### src/rtl/control_seq_pkg.sv
// rtl/control_seq_pkg.sv - shared widths, state encoding and field offsets for control_seq
//
// Purpose: default parameter values, FSM state encoding and instruction
// field-offset helpers shared by control_seq and its instruction queue.
// Ports: none (package).
package control_seq_pkg;

  localparam int              DEF_INSTR_W  = 32;
  localparam int              DEF_OPC_W    = 4;
  localparam int              DEF_ADDR_W   = 5;
  localparam int              DEF_IMM_W    = 8;
  localparam int              DEF_DEPTH    = 4;
  localparam logic [3:0]      DEF_HALT_OPC = 4'hF;

  // Field offsets for the default widths: addr1 at 0, addr2 at 5, addr3 at 10, number at 15.
  localparam int              DEF_ADDR2_LSB = DEF_ADDR_W;
  localparam int              DEF_ADDR3_LSB = 2 * DEF_ADDR_W;
  localparam int              DEF_NUM_LSB   = 3 * DEF_ADDR_W;

  typedef enum logic [1:0] {
    ST_IDLE  = 2'd0,
    ST_ISSUE = 2'd1,
    ST_WAIT  = 2'd2,
    ST_HALT  = 2'd3
  } state_e;

  // LSB of the idx-th packed field when fields are addr_w bits each, starting at bit 0.
  function automatic int field_lsb(input int addr_w, input int idx);
    return addr_w * idx;
  endfunction

endpackage

### src/rtl/instr_fifo.sv
// rtl/instr_fifo.sv - instruction queue for control_seq
//
// Purpose: DEPTH-entry FIFO of instruction words. Push ready is derived from
// occupancy before any same-cycle pop, so a full queue refuses a push even
// while it is being popped.
// Ports:
//   clk, reset      clock, synchronous active-high reset (flushes queue)
//   i_push_valid    push request
//   o_push_ready    queue not full
//   i_push_data     word to push
//   i_pop           pop request (ignored when empty)
//   o_pop_data      word at the head of the queue
//   o_empty         queue empty
module instr_fifo
#(
  parameter int DEPTH   = 4,
  parameter int INSTR_W = 32
)(
  input  logic               clk,
  input  logic               reset,
  input  logic               i_push_valid,
  output logic               o_push_ready,
  input  logic [INSTR_W-1:0] i_push_data,
  input  logic               i_pop,
  output logic [INSTR_W-1:0] o_pop_data,
  output logic               o_empty
);

  localparam int PTR_W = $clog2(DEPTH);
  localparam int CNT_W = PTR_W + 1;

  logic [INSTR_W-1:0] r_mem [DEPTH];
  logic [PTR_W-1:0]   r_wr_ptr;
  logic [PTR_W-1:0]   r_rd_ptr;
  logic [CNT_W-1:0]   r_count;
  logic               w_push;
  logic               w_pop;

  assign o_push_ready = (r_count != CNT_W'(DEPTH));
  assign o_empty      = (r_count == '0);
  assign w_push       = i_push_valid && o_push_ready;
  assign w_pop        = i_pop && !o_empty;
  assign o_pop_data   = r_mem[r_rd_ptr];

  always_ff @(posedge clk) begin
    if (w_push) begin
      r_mem[r_wr_ptr] <= i_push_data;
    end
  end

  // Pointers wrap naturally because DEPTH is a power of two.
  always_ff @(posedge clk) begin
    if (reset) begin
      r_wr_ptr <= '0;
      r_rd_ptr <= '0;
      r_count  <= '0;
    end else begin
      if (w_push) begin
        r_wr_ptr <= r_wr_ptr + PTR_W'(1);
      end
      if (w_pop) begin
        r_rd_ptr <= r_rd_ptr + PTR_W'(1);
      end
      case ({w_push, w_pop})
        2'b10:   r_count <= r_count + CNT_W'(1);
        2'b01:   r_count <= r_count - CNT_W'(1);
        default: r_count <= r_count;
      endcase
    end
  end

endmodule

### src/rtl/control_seq.sv
// rtl/control_seq.sv - instruction queue plus issue/wait sequencer for an execution unit
//
// Purpose: queues instruction words, decodes them one at a time, issues the
// decoded fields to an execution unit, waits for completion and records the
// retired flags/result. A HALT_OPC instruction stops the sequencer until reset.
// Ports:
//   clk, reset                       clock, synchronous active-high reset
//   instr_valid/instr_ready/instr_in instruction push handshake and word
//   eu_valid/eu_ready                issue handshake to the execution unit
//   eu_opcode/eu_number/eu_addr1..3  registered decoded fields
//   eu_done/eu_flag/eu_result        completion pulse with its flags/result
//   flag_cu/output_cu                last retired flags/result
//   busy/halted/retired              status and retired-instruction count
module control_seq
  import control_seq_pkg::*;
#(
  parameter int               INSTR_W  = DEF_INSTR_W,
  parameter int               OPC_W    = DEF_OPC_W,
  parameter int               ADDR_W   = DEF_ADDR_W,
  parameter int               IMM_W    = DEF_IMM_W,
  parameter int               DEPTH    = DEF_DEPTH,
  parameter logic [OPC_W-1:0] HALT_OPC = OPC_W'(DEF_HALT_OPC)
)(
  input  logic               clk,
  input  logic               reset,
  input  logic               instr_valid,
  output logic               instr_ready,
  input  logic [INSTR_W-1:0] instr_in,
  output logic               eu_valid,
  input  logic               eu_ready,
  output logic [OPC_W-1:0]   eu_opcode,
  output logic [IMM_W-1:0]   eu_number,
  output logic [ADDR_W-1:0]  eu_addr1,
  output logic [ADDR_W-1:0]  eu_addr2,
  output logic [ADDR_W-1:0]  eu_addr3,
  input  logic               eu_done,
  input  logic [7:0]         eu_flag,
  input  logic [7:0]         eu_result,
  output logic [7:0]         flag_cu,
  output logic [7:0]         output_cu,
  output logic               busy,
  output logic               halted,
  output logic [15:0]        retired
);

  localparam logic [1:0] IDLE  = ST_IDLE;
  localparam logic [1:0] ISSUE = ST_ISSUE;
  localparam logic [1:0] WAIT  = ST_WAIT;
  localparam logic [1:0] HALT  = ST_HALT;

  localparam int A2_LSB  = field_lsb(ADDR_W, 1);
  localparam int A3_LSB  = field_lsb(ADDR_W, 2);
  localparam int NUM_LSB = field_lsb(ADDR_W, 3);

  logic [1:0]         r_state;
  logic               r_eu_valid;
  logic [OPC_W-1:0]   r_eu_opcode;
  logic [IMM_W-1:0]   r_eu_number;
  logic [ADDR_W-1:0]  r_eu_addr1;
  logic [ADDR_W-1:0]  r_eu_addr2;
  logic [ADDR_W-1:0]  r_eu_addr3;
  logic [7:0]         r_flag_cu;
  logic [7:0]         r_output_cu;
  logic [15:0]        r_retired;

  logic               w_pop;
  logic               w_empty;
  logic [INSTR_W-1:0] w_pop_data;
  logic [OPC_W-1:0]   w_opc;
  logic               w_unused_bits;

  instr_fifo #(
    .DEPTH   (DEPTH),
    .INSTR_W (INSTR_W)
  ) u_instr_fifo (
    .clk          (clk),
    .reset        (reset),
    .i_push_valid (instr_valid),
    .o_push_ready (instr_ready),
    .i_push_data  (instr_in),
    .i_pop        (w_pop),
    .o_pop_data   (w_pop_data),
    .o_empty      (w_empty)
  );

  // Only IDLE consumes from the queue; a halted sequencer leaves words in place.
  assign w_pop = (r_state == IDLE) && !w_empty;
  assign w_opc = w_pop_data[INSTR_W-1 -: OPC_W];
  // Bits between the number field and the opcode carry no meaning here.
  assign w_unused_bits = ^w_pop_data;

  always_ff @(posedge clk) begin
    if (reset) begin
      r_state     <= IDLE;
      r_eu_valid  <= 1'b0;
      r_eu_opcode <= '0;
      r_eu_number <= '0;
      r_eu_addr1  <= '0;
      r_eu_addr2  <= '0;
      r_eu_addr3  <= '0;
      r_flag_cu   <= '0;
      r_output_cu <= '0;
      r_retired   <= '0;
    end else begin
      case (r_state)
        IDLE: begin
          if (!w_empty) begin
            r_eu_opcode <= w_opc;
            r_eu_number <= w_pop_data[NUM_LSB +: IMM_W];
            r_eu_addr1  <= w_pop_data[0 +: ADDR_W];
            r_eu_addr2  <= w_pop_data[A2_LSB +: ADDR_W];
            r_eu_addr3  <= w_pop_data[A3_LSB +: ADDR_W];
            r_state     <= (w_opc == HALT_OPC) ? HALT : ISSUE;
          end
        end
        ISSUE: begin
          // eu_valid rises one cycle after the decode so fields are already stable.
          if (!r_eu_valid) begin
            r_eu_valid <= 1'b1;
          end else if (eu_ready) begin
            r_eu_valid <= 1'b0;
            r_state    <= WAIT;
          end
        end
        WAIT: begin
          if (eu_done) begin
            r_flag_cu   <= eu_flag;
            r_output_cu <= eu_result;
            r_retired   <= r_retired + 16'd1;
            r_state     <= IDLE;
          end
        end
        HALT: begin
          r_state <= HALT;
        end
        default: begin
          r_state <= IDLE;
        end
      endcase
    end
  end

  assign eu_valid  = r_eu_valid;
  assign eu_opcode = r_eu_opcode;
  assign eu_number = r_eu_number;
  assign eu_addr1  = r_eu_addr1;
  assign eu_addr2  = r_eu_addr2;
  assign eu_addr3  = r_eu_addr3;
  assign flag_cu   = r_flag_cu;
  assign output_cu = r_output_cu;
  assign retired   = r_retired;
  assign busy      = (r_state == ISSUE) || (r_state == WAIT);
  assign halted    = (r_state == HALT);

endmodule

### config.mk
export PLATFORM = sky130hd
export DESIGN_NAME = control_seq
export DESIGN_NICKNAME = d
export VERILOG_FILES = /design/src/rtl/control_seq_pkg.sv /design/src/rtl/instr_fifo.sv /design/src/rtl/control_seq.sv
export SDC_FILE = /design/constraint.sdc
export NUM_CORES = 1
export LEC_CHECK = 0
export ABC_AREA = 0
export ABC_CLOCK_PERIOD_IN_PS = 7200
export CORE_ASPECT_RATIO = 1.25
export CORE_UTILIZATION = 40
export CTS_CLUSTER_DIAMETER = 200
export CTS_CLUSTER_SIZE = 12
export DETAILED_ROUTE_END_ITERATION = 8
export GPL_TIMING_DRIVEN = 0
export PLACE_DENSITY_LB_ADDON = 0.08
export SLEW_MARGIN = 10
export SYNTH_ARGS = -nofsm -noshare
export SYNTH_HDL_FRONTEND = slang
export SYNTH_HIERARCHICAL = 1
export SYNTH_SLANG_ARGS = --single-unit
### constraint.sdc
create_clock -name clk -period 7.2 [get_ports clk]
set_input_delay 1.08 -clock clk [delete_from_list [all_inputs] [get_ports clk]]
set_output_delay 1.08 -clock clk [all_outputs]
set_load 0.01 [all_outputs]
==> run_results.csv, run 1 <==
group,metric,value,unit
run_status,run_status,"complete, no violations",
drt,drt_iter0_drc,207,
grt,overflow,0,
sta,timing.fmax,0.293,GHz
clock_tree,htree_num_levels,4,
grt,grt_pass1_vias,4249,
die,core,16400,um2
sta,skew,0.00847,ns
final_layout,n_fill_cell,1424,
clock_tree,clk-insertion-delay-late,0.43,ns
sta,hold_viol,0,
clock_tree,post_cts_buffers,0,
drt,vias,4142,
worst_setup_path,r2r_cells,13,
power,switching_power,0.912,mW
worst_setup_path,startpoint_type,"register",
worst_setup_path,regToRegSetupSlack,3.79,ns
sta,tightest_slew,0.859,ns
drt,dr.pass1.iters,5,
power,comb_power_share,0.277,
power,p_sw_frac,0.288,
clock_tree,clk_pin_slew,0.06,ns
grt,antenna_found_initial,0,
worst_setup_path,critPathArrivalTime,3.77,ns
clock_tree,hold_buffers,0,
clock_tree,clockRootBuffer,"clkbuf_16",
sta,period_share,0.474,
power,pwr-share-clk,0.308,
die,rows,52,
sta,slew_headroom,0.427,
die,die_y,148,um
worst_setup_path,critPathCapture,"u_instr_fifo/r_count[2]",
power,power_density,359,nW/um2
drt,post_drt_wl_per_cell,16.7,um
grt,grt_pass1_wl,22.5,mm
grt,grt_max_degree,28,
power,p_leak,2.90,nW
flow_run,max-cap-violations,0,
clock_tree,cts.sinks,179,
die,dieWidth,119,um
synth,synth_area_per_cell,13.9,um2
worst_setup_path,timing.rr.end,"u_instr_fifo/r_count[2]",
placement,gp_routability_congestion,0.770,
worst_setup_path,required,7.56,ns
worst_setup_path,r2r-start,"u_instr_fifo/r_count[2]",
final_layout,nets,684,
sta,rsz0062_at_grt,"no",
drt,wl,14.1,mm
synth,synthCells,490,
synth,yosys_warnings,6,
drt,viasPerCell,4.88,
worst_setup_path,end_kind,"register",
die,die_area,17500,um2
min_path,hold_path_class,"reg -> reg",
grt,grt_use_total,0.173,
sta,slew_viol_final,0,
clock_tree,cts.repair.resized,0,
die,start_util,0.415,
power,intPower,2.25,mW
worst_setup_path,crit_start,"u_instr_fifo/r_count[2]",
power,power.share.sequential,0.415,
final_layout,area_growth,29.7,%
placement,portBuffers,109,
clock_tree,cts_buffers,17,
die,ios,116,
worst_setup_path,path_class,"reg -> reg",
worst_setup_path,path_max_fanout,11,
clock_tree,tritoncts,"yes",
placement,dpl.hpwl,9.34,mm
drt,ant_nets,0,
power,total_power,3.17,mW
power,peakVddDrop,0.000195,V
sta,period_needed,3.41,ns
synth,synth_area,6800,um2
drt,drc,0,
sta,fin_tns_setup,0,ns
final_layout,diodes,0,
sta,setup_violations,0,
clock_tree,cts_buffer_depth,2,
final_layout,drive_gt1_frac,0.116,
synth,synth_nets,555,
-- power by group through the flow --
stage	sequential, mW	combinational [mW]	clock, mW
3_3_place_gp	1.33	0.885	0
3_5_place_dp	1.34	0.896	0
5_1_grt	1.33	0.966	1.04
2_1_floorplan	1.36	0.503	0
4_1_cts	1.32	0.900	0.997
6_report	1.31	0.877	0.974
-- critical path, stage by stage (launching register included) --
cell and delay, ns:
dfxtp_1 0.44, nor3_1 0.13, nand2b_1 0.16, clkbuf_1 0.27, inv_2 0.28, buf_1 0.52, o31ai_1 0.23, inv_1 0.11
ha_1 0.18, inv_1 0.06, fa_1 0.37, xor2_1 0.15, or3_1 0.30, a21oi_1 0.13
-- worst min-delay path by stage --
stage / startpoint / endpoint / slack (ns) / depth (start not counted)
after floorplan: u_instr_fifo/r_rd_ptr[1] / register / 0.46 / 2
after detailed placement: eu_opcode[1] / eu_opcode[1] / 0.45 / 2
after global routing: output_cu[7] / output_cu[7] / 0.47 / 2
after CTS: eu_opcode[1] / eu_opcode[1] / 0.45 / 2
final: eu_opcode[1] / eu_opcode[1] / 0.45 / 2
after global placement: eu_opcode[0] / eu_opcode[0] / 0.44 / 2
-- layout by cell type, fill, tap and decap left out, drive strengths merged, types with 6 or more instances in the layout --
cell,instances
a21oi,54
buf,12
clkbuf,33
clkdlybuf4s50,109
dfxtp,71
edfxtp,108
ha,11
inv,15
mux4,27
nand2,99
nand4,6
nor2,19
nor3,6
o21ai,7
or3,6
xnor2,8
-- through the flow --
step	setup slack, ns	cells	cell area, um2	hold WS (ns)	utilization
after CTS	3.72	848	8820	0.455	0.538
after global placement	3.62	815	8160	0.442	0.498
after global routing	3.45	848	8820	0.467	0.538
after detailed placement	3.74	816	8190	0.446	0.500
after floorplan	4.52	490	6800	0.459	-
final	3.79	848	8820	0.452	0.538
-- sequential cells by signal, indices dropped and copies added (netlist names), 3 cells and up, named ones only --
name	cells
eu_addr1	5
eu_addr2	5
eu_addr3	5
eu_number	8
eu_opcode	4
flag_cu	8
output_cu	8
retired	16
u_instr_fifo/r_count	3
u_instr_fifo/r_mem	108
-- layout make-up --
class	instances	area (um2)	share of cell area
plain buffers	24	150	0.0170
clock buffers	20	447	0.0507
clock inverters	12	178	0.0202
inverters	12	45.0	0.00511
multi-input cells	275	1940	0.221
flip-flops and latches	179	4660	0.529
well taps	216	270	0.0307
repair buffers	110	1120	0.127
-- routing by layer --
layer  routed length, um  up-vias  GRT usage
li1                    -     2021          -
met3                 748        9     0.0444
met4                 146        0     0.0614
met2                7400      117      0.308
met5                   0        -          0
met1                5850     1995      0.201
(Power assumes the default switching activity.)
==> run 2: changes to the inputs <==
- ABC_CLOCK_PERIOD_IN_PS: 7200 -> 2780
- clock period: 7.2 -> 2.78 ns (I/O delays scaled with it)
==> run 2 against run 1 <==
- register-to-register slack worse by 3.6 ns
- clock skew is essentially flat
- final cell count is 0.24% lower
- critical path depth fell by 2
- critical endpoint unchanged
- sequential power grew to 2.6 times the previous value
- core utilization barely moved
- non-clock buffer count fell by 2
- clock power grew to 2.6 times the previous value
- fmax rose by 34%
- largest power group unchanged
- total power increased to 2.6 times the previous value
- via count barely moved
- count of clock-buffer cells in the layout unchanged
==> run_results.csv, run 2 (synthesis results as in run 1) <==
group,metric,value,unit
run_status,run_status,"complete, no violations",
drt,viasPerCell,4.89,
grt,overflow,0,
drt,dr.pass1.iters,5,
sta,layout_setup_ws,0.226,ns
sta,slew_viol_final,0,
min_path,min_delay_worst_endpoint,"flag_cu[5]",
clock_tree,tritoncts,"yes",
grt,grt_pass1_vias,4252,
grt,use_met3,0.0463,
worst_setup_path,timing.rr.end,"u_instr_fifo/r_count[2]",
worst_setup_path,path_max_fanout,20,
worst_setup_path,end_kind,"register",
grt,grt_max_degree,28,
sta,hold_viol,0,
die,die_y,148,um
clock_tree,cts_buffers,17,
worst_setup_path,r2r-start,"u_instr_fifo/r_count[1]",
die,dieWidth,119,um
grt,antenna_found_initial,0,
sta,skew,0.00860,ns
die,rows,52,
clock_tree,cts_buffer_depth,2,
sta,period_share,0.919,
power,power_density,932,nW/um2
drt,drc,0,
drt,post_drt_wl_per_cell,16.8,um
clock_tree,clk_pin_slew,0.06,ns
flow_run,max-cap-violations,0,
drt,vias,4138,
sta,rsz0062_at_grt,"no",
worst_setup_path,regToRegSetupSlack,0.23,ns
clock_tree,cts.sinks,179,
sta,hold_slack,0.335,ns
sta,setup_violations,0,
sta,timing.fmax,0.392,GHz
placement,gp_routability_congestion,0.770,
drt,ant_nets,0,
final_layout,n_fill_cell,1424,
die,ios,116,
grt,grt_use_met1,0.199,
min_path,hp-start,"reset",
grt,grt_pass1_wl,22.5,mm
worst_setup_path,required,3.13,ns
final_layout,layout_common_cells,"109 x clkdlybuf4s50_1, 108 x edfxtp_1, 99 x nand2_1",
final_layout,largest_reg_flops,108,
grt,grt_use_total,0.173,
drt,drt_iter0_drc,198,
placement,portBuffers,109,
sta,slew_headroom,0.413,
sta,fin_tns_setup,0,ns
grt,grt-busiest-layer,"met2",
placement,dpl.hpwl,9.34,mm
die,die_area,17500,um2
min_path,min_delay_path_depth,2,
drt,wl,14.2,mm
sta,tightest_slew,0.880,ns
grt,grtUsageMet2,0.308,
worst_setup_path,critPathArrivalTime,2.91,ns
final_layout,mostFrequentLayoutCell,"clkdlybuf4s50_1",
clock_tree,clockRootBuffer,"clkbuf_16",
sta,period_needed,2.55,ns
die,start_util,0.415,
worst_setup_path,path_class,"reg -> reg",
clock_tree,htree_num_levels,4,
final_layout,regMostFlops,"u_instr_fifo/r_mem",
final_layout,drive_gt1_frac,0.117,
worst_setup_path,startpoint_type,"register",
placement,place_ws,-0.678,ns
die,core,16400,um2
min_path,hold_path_class,"in -> reg",
clock_tree,clk-insertion-delay-late,0.42,ns
worst_setup_path,r2r_cells,11,
clock_tree,hold_buffers,0,
power,peakVddDrop,0.000509,V
final_layout,diodes,0,
final_layout,nets,682,
power,p_leak,2.91,nW
final_layout,area_growth,29.8,%
-- run 2: changes by cell type in the layout (fill, tap and decap cells not counted) --
cell	before	now
nand2b_1	4	3
clkbuf_1	15	14
inv_2	1	0
buf_1	4	3
nand2b_4	0	1
inv_8	0	1
-- run 2: per-layer routing --
| layer | vias to the layer above | wire (um) |
|---|---|---|
| li1 | 2019 | - |
| met1 | 1990 | 5890 |
| met2 | 119 | 7480 |
| met3 | 10 | 682 |
| met4 | 0 | 122 |
| met5 | - | 0 |
-- run 2: where the power goes --
group / internal, mW / switching (mW)
logic: 1.10 / 1.20
clock network: 1.53 / 0.986
registers: 3.22 / 0.183
total: 5.85 / 2.37
-- run 2: worst max-delay path by stage --
stage                                          to                    start  depth (start not counted)  slack [ns]
after floorplan           u_instr_fifo/r_count[2]               r_state[0]                         14         0.1
after global placement    u_instr_fifo/r_count[2]  u_instr_fifo/r_count[2]                         13       -0.66
after detailed placement  u_instr_fifo/r_count[2]  u_instr_fifo/r_count[2]                         13       -0.68
after CTS                 u_instr_fifo/r_count[2]  u_instr_fifo/r_count[2]                         11        0.09
after global routing      u_instr_fifo/r_count[2]  u_instr_fifo/r_count[1]                         11        0.02
final                     u_instr_fifo/r_count[2]  u_instr_fifo/r_count[1]                         11        0.23
-- run 2: final cells by class --
class	instances	area [um2]	share of cell area
Multi-Input combinational cell	275	1950	0.221
Clock buffer	20	447	0.0506
Tap cell	216	270	0.0306
Sequential cell	179	4660	0.529
Clock inverter	12	178	0.0201
Buffer	22	143	0.0162
Inverter	12	52.6	0.00595
Timing Repair Buffer	110	1120	0.127
-- run 2: worst max-delay path, stage by stage (launching register included) --
cell and delay, ns:
dfxtp_1 0.35, nor3_1 0.46, nand2b_4 0.35, inv_8 0.11, o31ai_1 0.12, inv_1 0.10, ha_1 0.23, inv_1 0.07
fa_1 0.17, xor2_1 0.07, or3_1 0.30, a21oi_1 0.14
-- run 2: metrics by stage --
stage | instance area [um2] | std cells | util | total power [mW]
final | 8820 | 846 | 0.538 | 8.22
after global routing | 8820 | 846 | 0.538 | 8.66
after CTS | 8820 | 846 | 0.538 | 8.32
after detailed placement | 8190 | 816 | 0.500 | 5.78
after global placement | 8160 | 815 | 0.498 | 5.74
after floorplan | 6800 | 490 | - | 4.82
-- run 2: repair_timing --
| item | 4_1_cts | 5_1_grt |
|---|---|---|
| resized for setup | 3 | 2 |
| setup endpoints to repair | 3 | 2 |
| setup buffers | 0 | 0 |
| hold endpoints to repair | 0 | 0 |
